--- src/rtl/ex_mdu_sequencer_if.sv ---
// Issue/result interface between the EX stage and the multi-cycle
// multiply/divide sequencer.
//
// Handshake: the EX stage raises issue_valid with issue_op/a/b/rd while an
// M-op sits in ID/EX and must keep them stable for as long as ex_stall is
// high. The sequencer answers with exactly one result_valid pulse carrying
// result/result_rd. That pulse is the cycle in which ID/EX advances. flush
// kills the EX-stage instruction in any state, and no result_valid follows it.
interface ex_mdu_sequencer_if #(
    parameter int XLEN = 32
);
    logic            issue_valid;
    logic [2:0]      issue_op;
    logic [XLEN-1:0] issue_a;
    logic [XLEN-1:0] issue_b;
    logic [4:0]      issue_rd;
    logic            flush;
    logic            ex_stall;
    logic            busy;
    logic            result_valid;
    logic [XLEN-1:0] result;
    logic [4:0]      result_rd;
    logic [1:0]      dbg_state;

    // EX-stage side: issues ops and flushes, observes stall/result
    modport master (
        output issue_valid, issue_op, issue_a, issue_b, issue_rd, flush,
        input  ex_stall, busy, result_valid, result, result_rd, dbg_state
    );

    // Sequencer side
    modport slave (
        input  issue_valid, issue_op, issue_a, issue_b, issue_rd, flush,
        output ex_stall, busy, result_valid, result, result_rd, dbg_state
    );
endinterface

--- src/rtl/ex_mdu_sequencer.sv ---
// Multi-cycle M-extension sequencer beside the EX stage. It runs a shift-add
// multiplier and a restoring divider on magnitudes, fixes the result sign at
// the end, and short-circuits divide-by-zero and signed overflow in one cycle.
module ex_mdu_sequencer #(
    parameter int XLEN = 32
) (
    input  logic                clk,
    input  logic                reset,
    ex_mdu_sequencer_if.slave   mdu
);
    localparam int CW = $clog2(XLEN) + 1;

    localparam logic [2:0] OP_MUL    = 3'd0;
    localparam logic [2:0] OP_MULH   = 3'd1;
    localparam logic [2:0] OP_MULHSU = 3'd2;
    localparam logic [2:0] OP_MULHU  = 3'd3;
    localparam logic [2:0] OP_DIV    = 3'd4;
    localparam logic [2:0] OP_DIVU   = 3'd5;
    localparam logic [2:0] OP_REM    = 3'd6;
    localparam logic [2:0] OP_REMU   = 3'd7;

    localparam logic [XLEN-1:0] MIN_INT = {1'b1, {(XLEN-1){1'b0}}};

    typedef enum logic [1:0] {
        ST_IDLE = 2'd0,
        ST_CALC = 2'd1,
        ST_DONE = 2'd2
    } state_e;

    state_e            state_q, state_d;
    logic [CW-1:0]     cnt_q, cnt_d;
    logic [2:0]        op_q, op_d;
    logic [4:0]        rd_q, rd_d;
    logic [XLEN-1:0]   opb_q, opb_d;       // multiplicand or divisor magnitude
    logic [2*XLEN-1:0] acc_q, acc_d;       // {hi, lo}: product or {remainder, quotient}
    logic              neg_q, neg_d;       // final result needs negating
    logic [XLEN-1:0]   result_q, result_d;
    logic [4:0]        result_rd_q, result_rd_d;

    // Issue-time decode and operand conditioning
    logic              sgn_a, sgn_b, a_neg, b_neg;
    logic [XLEN-1:0]   abs_a, abs_b;
    logic              is_div, div_zero, div_ovf, fast_path;
    logic [XLEN-1:0]   fast_res;
    logic [2*XLEN-1:0] acc_init;
    logic [XLEN-1:0]   opb_init;
    logic              neg_init;

    // Per-iteration datapath and final result formatting
    logic [XLEN:0]     mul_sum;
    logic [2*XLEN-1:0] mul_next;
    logic [XLEN:0]     div_trial;
    logic              div_ge;
    logic [XLEN-1:0]   div_diff;
    logic [2*XLEN-1:0] div_next;
    logic [2*XLEN-1:0] acc_step;
    logic [2*XLEN-1:0] prod_fix;
    logic [XLEN-1:0]   quo_fix, rem_fix;
    logic [XLEN-1:0]   final_res;

    // Decode the op held in ID/EX and prepare the magnitudes, sign flag and fast-path result
    always_comb begin
        sgn_a = (mdu.issue_op == OP_MULH) || (mdu.issue_op == OP_MULHSU) ||
                (mdu.issue_op == OP_DIV)  || (mdu.issue_op == OP_REM);
        sgn_b = (mdu.issue_op == OP_MULH) || (mdu.issue_op == OP_DIV) ||
                (mdu.issue_op == OP_REM);
        a_neg = sgn_a & mdu.issue_a[XLEN-1];
        b_neg = sgn_b & mdu.issue_b[XLEN-1];
        abs_a = a_neg ? -mdu.issue_a : mdu.issue_a;
        abs_b = b_neg ? -mdu.issue_b : mdu.issue_b;

        is_div   = mdu.issue_op[2];
        div_zero = is_div && (mdu.issue_b == '0);
        div_ovf  = ((mdu.issue_op == OP_DIV) || (mdu.issue_op == OP_REM)) &&
                   (mdu.issue_a == MIN_INT) && (mdu.issue_b == '1);
        fast_path = div_zero || div_ovf;

        // issue_op[1] separates REM/REMU from DIV/DIVU among the divide ops
        fast_res = '0;
        if (div_zero) begin
            fast_res = mdu.issue_op[1] ? mdu.issue_a : '1;
        end else if (div_ovf) begin
            fast_res = mdu.issue_op[1] ? '0 : mdu.issue_a;
        end

        // Multiply keeps the multiplier in the low half and shifts it out;
        // divide keeps the dividend there and shifts quotient bits in.
        acc_init = {{XLEN{1'b0}}, (is_div ? abs_a : abs_b)};
        opb_init = is_div ? abs_b : abs_a;
        // Remainder follows the dividend; product and quotient follow the sign product
        neg_init = (mdu.issue_op == OP_REM) ? a_neg : (a_neg ^ b_neg);
    end

    // One multiply or divide iteration, plus sign fix-up of the value it produces
    always_comb begin
        // Shift-add: conditionally add the multiplicand into the high half, then shift right
        mul_sum  = {1'b0, acc_q[2*XLEN-1:XLEN]} + (acc_q[0] ? {1'b0, opb_q} : '0);
        mul_next = {mul_sum, acc_q[XLEN-1:1]};

        // Restoring divide: shift the next dividend bit into the remainder, trial-subtract.
        // The shifted remainder is below twice the divisor, so a set top bit means "fits".
        div_trial = acc_q[2*XLEN-1:XLEN-1];
        div_ge    = div_trial[XLEN] || (div_trial[XLEN-1:0] >= opb_q);
        div_diff  = div_trial[XLEN-1:0] - opb_q;
        div_next  = {(div_ge ? div_diff : div_trial[XLEN-1:0]), acc_q[XLEN-2:0], div_ge};

        acc_step = op_q[2] ? div_next : mul_next;

        prod_fix = neg_q ? -acc_step : acc_step;
        quo_fix  = neg_q ? -acc_step[XLEN-1:0] : acc_step[XLEN-1:0];
        rem_fix  = neg_q ? -acc_step[2*XLEN-1:XLEN] : acc_step[2*XLEN-1:XLEN];

        final_res = '0;
        case (op_q)
            OP_MUL:                        final_res = prod_fix[XLEN-1:0];
            OP_MULH, OP_MULHSU, OP_MULHU:  final_res = prod_fix[2*XLEN-1:XLEN];
            OP_DIV, OP_DIVU:               final_res = quo_fix;
            OP_REM, OP_REMU:               final_res = rem_fix;
            default:                       final_res = '0;
        endcase
    end

    // Next-state and register updates for the IDLE/CALC/DONE sequence
    always_comb begin
        state_d     = state_q;
        cnt_d       = cnt_q;
        op_d        = op_q;
        rd_d        = rd_q;
        opb_d       = opb_q;
        acc_d       = acc_q;
        neg_d       = neg_q;
        result_d    = result_q;
        result_rd_d = result_rd_q;

        if (mdu.flush) begin
            // Killed instruction: abandon any work, never present a result
            state_d = ST_IDLE;
        end else begin
            case (state_q)
                ST_IDLE: begin
                    if (mdu.issue_valid) begin
                        op_d = mdu.issue_op;
                        rd_d = mdu.issue_rd;
                        if (fast_path) begin
                            state_d     = ST_DONE;
                            result_d    = fast_res;
                            result_rd_d = mdu.issue_rd;
                        end else begin
                            state_d = ST_CALC;
                            cnt_d   = CW'(XLEN);
                            acc_d   = acc_init;
                            opb_d   = opb_init;
                            neg_d   = neg_init;
                        end
                    end
                end
                ST_CALC: begin
                    acc_d = acc_step;
                    cnt_d = cnt_q - CW'(1);
                    if (cnt_q == CW'(1)) begin
                        state_d     = ST_DONE;
                        result_d    = final_res;
                        result_rd_d = rd_q;
                    end
                end
                ST_DONE: begin
                    // ID/EX advances on this edge; a still-high issue_valid is the same op
                    state_d = ST_IDLE;
                end
                default: begin
                    state_d = ST_IDLE;
                end
            endcase
        end
    end

    // State and datapath registers with synchronous reset
    always_ff @(posedge clk) begin
        if (reset) begin
            state_q     <= ST_IDLE;
            cnt_q       <= '0;
            op_q        <= '0;
            rd_q        <= '0;
            opb_q       <= '0;
            acc_q       <= '0;
            neg_q       <= 1'b0;
            result_q    <= '0;
            result_rd_q <= '0;
        end else begin
            state_q     <= state_d;
            cnt_q       <= cnt_d;
            op_q        <= op_d;
            rd_q        <= rd_d;
            opb_q       <= opb_d;
            acc_q       <= acc_d;
            neg_q       <= neg_d;
            result_q    <= result_d;
            result_rd_q <= result_rd_d;
        end
    end

    // Pipeline-facing outputs; stall is combinational so the issue cycle itself holds the front end
    always_comb begin
        mdu.ex_stall     = ((state_q == ST_IDLE) && mdu.issue_valid) || (state_q == ST_CALC);
        mdu.busy         = (state_q != ST_IDLE);
        mdu.result_valid = (state_q == ST_DONE) && !mdu.flush;
        mdu.result       = result_q;
        mdu.result_rd    = result_rd_q;
        mdu.dbg_state    = state_q;
    end
endmodule

--- src/flat_wrapper.sv ---
// flat-port wrapper written by rule: the top's interface ports become plain ports
module ex_mdu_sequencer_flat 
#(
    parameter int XLEN = 32
)
  (clk, reset, mdu_issue_valid, mdu_issue_op, mdu_issue_a, mdu_issue_b, mdu_issue_rd, mdu_flush, mdu_ex_stall, mdu_busy, mdu_result_valid, mdu_result, mdu_result_rd, mdu_dbg_state);
  ex_mdu_sequencer_if #(.XLEN(XLEN)) mdu_i ();
  input  logic clk;
  input  logic reset;
  input wire logic [$bits(mdu_i.issue_valid)-1:0] mdu_issue_valid;
  input wire logic [$bits(mdu_i.issue_op)-1:0] mdu_issue_op;
  input wire logic [$bits(mdu_i.issue_a)-1:0] mdu_issue_a;
  input wire logic [$bits(mdu_i.issue_b)-1:0] mdu_issue_b;
  input wire logic [$bits(mdu_i.issue_rd)-1:0] mdu_issue_rd;
  input wire logic [$bits(mdu_i.flush)-1:0] mdu_flush;
  output wire logic [$bits(mdu_i.ex_stall)-1:0] mdu_ex_stall;
  output wire logic [$bits(mdu_i.busy)-1:0] mdu_busy;
  output wire logic [$bits(mdu_i.result_valid)-1:0] mdu_result_valid;
  output wire logic [$bits(mdu_i.result)-1:0] mdu_result;
  output wire logic [$bits(mdu_i.result_rd)-1:0] mdu_result_rd;
  output wire logic [$bits(mdu_i.dbg_state)-1:0] mdu_dbg_state;
  assign mdu_i.issue_valid = mdu_issue_valid;
  assign mdu_i.issue_op = mdu_issue_op;
  assign mdu_i.issue_a = mdu_issue_a;
  assign mdu_i.issue_b = mdu_issue_b;
  assign mdu_i.issue_rd = mdu_issue_rd;
  assign mdu_i.flush = mdu_flush;
  assign mdu_ex_stall = mdu_i.ex_stall;
  assign mdu_busy = mdu_i.busy;
  assign mdu_result_valid = mdu_i.result_valid;
  assign mdu_result = mdu_i.result;
  assign mdu_result_rd = mdu_i.result_rd;
  assign mdu_dbg_state = mdu_i.dbg_state;
  ex_mdu_sequencer #(.XLEN(XLEN)) u_core (.clk(clk), .reset(reset), .mdu(mdu_i));
endmodule
--- config.mk ---
export PLATFORM = sky130hd
export DESIGN_NAME = ex_mdu_sequencer_flat
export DESIGN_NICKNAME = d
export VERILOG_FILES = /design/src/rtl/ex_mdu_sequencer_if.sv /design/src/rtl/ex_mdu_sequencer.sv /design/src/flat_wrapper.sv
export SDC_FILE = /design/constraint.sdc
export NUM_CORES = 1
export LEC_CHECK = 0
export ABC_AREA = 1
export BUFFER_PORTS_ARGS = -buffer_cell sky130_fd_sc_hd__clkbuf_2
export CORE_MARGIN = 1
export CORE_UTILIZATION = 30
export CTS_BUF_LIST = sky130_fd_sc_hd__clkbuf_8
export CTS_CLUSTER_SIZE = 8
export DETAILED_ROUTE_END_ITERATION = 7
export SLEW_MARGIN = 10
export SYNTH_ARGS = -nofsm -noshare
export SYNTH_HDL_FRONTEND = slang
export SYNTH_SLANG_ARGS = --single-unit
--- constraint.sdc ---
create_clock -name clk -period 3.6 [get_ports clk]
set_clock_uncertainty 0.15 [all_clocks]
set_input_delay 0.72 -clock clk [delete_from_list [all_inputs] [get_ports clk]]
set_output_delay 0.72 -clock clk [all_outputs]
set_load 0.01 [all_outputs]
== Word level (Yosys, flattened, before mapping) ==
Cells that the tools add are included.

* Memory bits (writable): 0
* Memories: 0
* Latch bits: 0
* Bits of input ports: 76
* Register bits after elaboration: 150
* Bits in read-only memories: 0

* Eq/ne operators: 20
* Div/mod/pow operators: 0
* Multipliers: 0
* Shifts and indexed selects: 0
* Muxes and demuxes: 34
* Reduce and logical (&&, ||, !) cells: 29
* Magnitude comparators: 1
* Bitwise logic cells: 5
* Add/sub/neg operators: 8

{| class="wikitable"
|+ Operator list
! operator !! count
|-
| 2-to-1 mux 32 bit || 15
|-
| 2-to-1 mux 64 bit || 4
|-
| negation 32 bit || 4
|-
| case mux 32 bit (4 select lines) || 1
|-
| case mux 64 bit (2 select lines) || 1
|-
| == test 32 bit (second input constant) || 2
|-
| negation 64 bit || 1
|-
| case mux 32 bit (2 select lines) || 1
|-
| adder 32 x 33 -> 33 bit || 1
|-
| >= comparator 32 bit || 1
|-
| zero test 32 bit || 1
|-
| subtractor 32 bit || 1
|-
| == test 3 bit (second input constant) || 6
|-
| 2-to-1 mux 5 bit || 3
|-
| 2-to-1 mux 6 bit || 2
|-
| case mux 6 bit (2 select lines) || 1
|-
| case mux 5 bit (2 select lines) || 1
|-
| == test 3 x 2 -> 1 bit (second input constant) || 3
|-
| logical OR 1 bit || 9
|-
| AND reduction 4 bit || 2
|-
| == test 3 x 1 -> 1 bit (second input constant) || 2
|-
| == test 6 x 1 -> 1 bit (second input constant) || 1
|-
| 2-to-1 mux 2 bit || 3
|-
| OR reduction 2 bit || 3
|-
| other kinds (19) || 28
|}

== Longest topological paths before layout ==
* Word-level depth: 10
* Depth in mapped cells: 33
* Depth with buffers taken out: 32

== Least setup slack after synthesis ==
Ideal clock, no wire load.

* Path type: register to register
* Start: register u_core.opb_q[11]
* End: register u_core.result_q[30] (netlist: u_core.mdu.result[30])
* Slack: -117 ps
* Cell stages (with the launch flop): 32
* Required time: 3,380 ps
* Data arrival time: 3,497 ps
* Buffers on the path: 1
* Cell sequence: dfxtp_1 inv_1 ha_1 nand2_1 inv_1 nand2_1 nand2_1 a21oi_2 nand3_2 nand2_4 nand2_4 buf_6 o21ai_4 ha_1 nand2_1 nor2_2 nand4_2 nor2_1 nand4_1 nor2_1 nand2_1 nand2_2 nand2_4 nor2_4 nand2_1 inv_2 nand2_1 nand2_1 nand3_1 nand3_1 nand2_1 a21oi_1

* Longest elaborated chain between the ends: 9
* Elaborated cells on any way between the ends: 16

{| class="wikitable"
|+ Ends and longest elaborated chain
! what !! line !! RTL
|-
| start: declaration || ex_mdu_sequencer.sv:34 || <nowiki>logic [XLEN-1:0] opb_q, opb_d;</nowiki>
|-
| start signal: assignment || ex_mdu_sequencer.sv:194 || <nowiki>opb_q <= opb_d;</nowiki>
|-
| >= comparator 32 bit || ex_mdu_sequencer.sv:103 || <nowiki>div_ge = div_trial[XLEN] || (div_trial[XLEN-1:0] >= opb_q);</nowiki>
|-
| logical OR 1 bit || ex_mdu_sequencer.sv:103 ||
|-
| 2-to-1 mux 32 bit || ex_mdu_sequencer.sv:105 || <nowiki>div_next = {(div_ge ? div_diff : div_trial[XLEN-1:0]), acc_q[XLEN-2:0], div_ge};</nowiki>
|-
| 2-to-1 mux 64 bit * || ex_mdu_sequencer.sv:107 || <nowiki>acc_step = op_q[2] ? div_next : mul_next;</nowiki>
|-
| negation 64 bit / negation 32 bit (equally long branches) || ex_mdu_sequencer.sv:109, ex_mdu_sequencer.sv:111 ||
|-
| 2-to-1 mux 64 bit / 2-to-1 mux 32 bit (equally long branches) || ex_mdu_sequencer.sv:109, ex_mdu_sequencer.sv:111 ||
|-
| case mux 32 bit (4 select lines) * || ex_mdu_sequencer.sv:114 || <nowiki>case (op_q)</nowiki>
|-
| 2-to-1 mux 32 bit * || ex_mdu_sequencer.sv:160 || <nowiki>if (cnt_q == CW'(1)) begin</nowiki>
|-
| case mux 32 bit (2 select lines) * || ex_mdu_sequencer.sv:139 || <nowiki>case (state_q)</nowiki>
|-
| end signal: assignment || ex_mdu_sequencer.sv:197 || <nowiki>result_q <= result_d;</nowiki>
|-
| end: declaration || ex_mdu_sequencer.sv:37 || <nowiki>logic [XLEN-1:0] result_q, result_d;</nowiki>
|}

Mark *: on every way between the ends. The rest lies on a longest branch, timed or not. The select of a mux whose other input is x is not followed.
A chain may end at the register's enable or synchronous reset.

== Final worst setup path ==
* Start: register u_core.acc_q[61]
* End: register u_core.result_q[12] (netlist: u_core.mdu.result[12])

* Longest elaborated chain between the ends: 9
* Elaborated cells on any way between the ends: 13

{| class="wikitable"
|+ Ends and longest elaborated chain
! what !! line !! RTL
|-
| start: declaration || ex_mdu_sequencer.sv:35 || <nowiki>logic [2*XLEN-1:0] acc_q, acc_d;</nowiki>
|-
| start signal: assignment || ex_mdu_sequencer.sv:185 || <nowiki>acc_q <= '0;</nowiki>
|-
| start signal: assignment || ex_mdu_sequencer.sv:195 || <nowiki>acc_q <= acc_d;</nowiki>
|-
| >= comparator 32 bit * || ex_mdu_sequencer.sv:103 ||
|-
| logical OR 1 bit * || ex_mdu_sequencer.sv:103 ||
|-
| 2-to-1 mux 32 bit || ex_mdu_sequencer.sv:105 ||
|-
| 2-to-1 mux 64 bit * || ex_mdu_sequencer.sv:107 ||
|-
| negation 64 bit / negation 32 bit (equally long branches) || ex_mdu_sequencer.sv:109, ex_mdu_sequencer.sv:111 ||
|-
| 2-to-1 mux 64 bit / 2-to-1 mux 32 bit (equally long branches) || ex_mdu_sequencer.sv:109, ex_mdu_sequencer.sv:111 ||
|-
| case mux 32 bit (4 select lines) * || ex_mdu_sequencer.sv:114 ||
|-
| 2-to-1 mux 32 bit * || ex_mdu_sequencer.sv:160 ||
|-
| case mux 32 bit (2 select lines) * || ex_mdu_sequencer.sv:139 ||
|}

Marked as above.

==> out/summary.txt <==
outcome = complete, but fails checks
failing checks = setup timing
met1 Usage GRT = 0.362
grt peak-use layer = met2
Final setup viols = 27
cell count after placement = 4639
dpl ws = -603 ps
Pleak = 13.2 nW
clock share of power = 0.220
Die Y = 249 um
clock tree buffer depth = 2
final instance count without filler cells = 4730
global-route wire length before repair = 133000 um
Internal = 0.00373 W
CTS Sinks = 150
Hold Path Class = in2reg
max_slew headroom = 0.378
register bit total from synthesis = 150
DR pass1 iterations = 6
CTS tree = built
max-cap viol count = 0
syn avg cell area = 5.43 um2
synth warn = 0
Tot GR Track Use = 0.280
die area = 61800 um2
root buffer cell = clkbuf_8
Worst path slowest cell = dfxtp_1
Worst Path Max Fanout = 4
switching part of the total = 0.473
routed via count = 24400
Logic pwr share = 0.523
Pins Over Slew Limit = 0
net count reported at finish = 4080
CP dominant cell by count = nand2_2
share of cells above drive strength 1 = 0.286
Antenna Nets Post-Route = 0
Yosys cell types = 52
Worst-Skew Late Latency = 560 ps
Post-CTS Hold Fix Bufs = 0
Sw Pwr = 0.00335 W
met2 usage = 0.448
VDD IR max = 0.279 mV
CP arrival = 4230 ps
final core occ = 0.425
Max Freq = 255 MHz
Initial DRC Count = 2356
H-tree Lvls = 4
EDFF count, synth = 0
RSZ-0062 raised after global routing = true
Startpoint Class = flop
IO Port Bufs = 117
pwr dens = 277 nW/um2
Core Rows = 90
commonest non-fill, non-tap cell in the layout = nand2_1
area share of the largest cell type after synthesis = 0.221
vias in the first global route = 22800
Main synth FF type = dfxtp_1
detailed-placement wirelength estimate = 71200 um
DRC = 0
Critical Path RT = 3900 ps
most frequent cells in the layout = nand2_1, buf_4, inv_1
CORE AREA = 60200 um2
Initial Util = 0.303
Top Ports = 118
Avg Vias per Cell = 5.16
Period minus WS final = 3930 ps
post-synthesis sequential area ratio = 0.165
die width = 249 um
pin count of the biggest net entering global routing = 78
DRT Wirelength = 88700 um
initial antenna violation count = 1
grt total ovfl = 0
ys async rst share = 0
Tcrit/Tclk final = 1.09
Area growth syn-to-layout = 40.2%
M3 GR Usage = 0.0403
Largest stage delay, worst path = 420 ps
Setup CP Type = reg2reg
Post-Syn Area = 18200 um2
CTS clk-pin slew, worst paths = 120 ps
Mapped Cells = 3361
largest cells by area after synthesis = nand2_1, dfxtp_1, inv_1
largest area contributor in the netlist = nand2_1
DR WL/cell = 18.8 um
syn nets = 3509
Worst setup EP type = flop
total power = 0.00709 W
Hold Fails Final Rpt = 0
GPL Wtd Cong = 1.03
Seq pwr share = 0.257
total CTS buffers = 17
final setup margin = -327 ps
slew at the pin with the worst max-slew slack = 933 ps
-- power groups by stage --
stage / Combinational [W] / Clock (W) / Sequential (W)
floorplan: 0.00193 / 0 / 0.00184
global placement: 0.00332 / 0 / 0.00185
detailed placement: 0.00332 / 0 / 0.00185
CTS: 0.00343 / 0.00156 / 0.00182
global route: 0.00400 / 0.00161 / 0.00183
finish: 0.00371 / 0.00156 / 0.00182
-- logic make-up (layout without fill, tap and decap cells) --
logic type | count (synthesis) | count (layout) | share of synthesized area
AOI/OAI and AO/OA | 576 | 576 | 0.171
xor gates and xnor gates | 115 | 115 | 0.0552
adders and majority gates | 72 | 72 | 0.0502
buffers and inverters | 592 | 1176 | 0.126
DFF | 150 | 150 | 0.165
other | 0 | 3 | 0
and+or+nand+nor | 1856 | 1856 | 0.433
-- state kept, by name, summed over array words and instances (netlist names) --
register,cells
u_core.neg_q,1
u_core.mdu.result_rd,5
u_core.mdu.result,32
u_core.op_q,3
u_core.mdu.dbg_state,2
u_core.rd_q,5
u_core.opb_q,32
u_core.acc_q,64
u_core.cnt_q,6
-- timing repair --
item,4_1_cts,5_1_grt
pin swaps,33,92
endpoints found under the setup margin,31,31
endpoints found under the hold margin,0,0
buffers inserted,22,36
resized for setup,104,231
-- cells in the mapped netlist, types with 27 or more instances --
library cell / count
a21oi_1: 250
a31oi_1: 27
clkbuf_1: 86
dfxtp_1: 150
ha_1: 70
inv_1: 454
nand2_1: 1074
nand3_1: 258
nand3b_1: 35
nand4_1: 49
nor2_1: 308
nor3_1: 32
o211ai_1: 33
o21ai_0: 220
xnor2_1: 27
xor2_1: 88
-- worst max-delay path: cells and delay by family, from the launching register on --
family,cells,cell delay [ps]
AO/OA/AOI/OAI,4,610
flip-flops,1,420
buffers and inverters,2,280
XOR/XNOR,1,150
AND/OR/NAND/NOR,16,1790
adder cells (fa/ha/maj),2,410
-- layout make-up --
cell class	count	area (um2)
antenna	3	7.51
timing repair buffer	680	5020
sequential	150	3060
clock buffer	17	234
inverter	464	1740
fill	6570	34700
clock inverter	15	196
multi-input combinational	2619	14300
tap	782	978
-- routing by layer --
metal	wire (um)	up-vias
met4	5530	0
li1	-	11900
met5	0	-
met3	7150	250
met2	38700	1113
met1	37300	11100
-- worst paths after layout --
check / from / end / slack, ps / cells after the start
max reg2reg: u_core.acc_q[61] / u_core.mdu.result[12] / -330 / 25
min: mdu_issue_rd[4] / u_core.rd_q[4] / 250 / 3
min reg2reg: u_core.acc_q[15] / u_core.acc_q[15] / 320 / 2
max: u_core.acc_q[61] / u_core.mdu.result[12] / -330 / 25
-- stage by stage --
step | cell area (um2) | setup TNS [ps] | hold slack (ps)
floorplan | 18600 | -21.2 | 286
global placement | 23500 | -9390 | 304
detailed placement | 23500 | -10130 | 305
CTS | 24500 | -2370 | 222
global route | 25600 | -10180 | 252
finish | 25600 | -4830 | 247
Power figures use the tool's default switching activity.
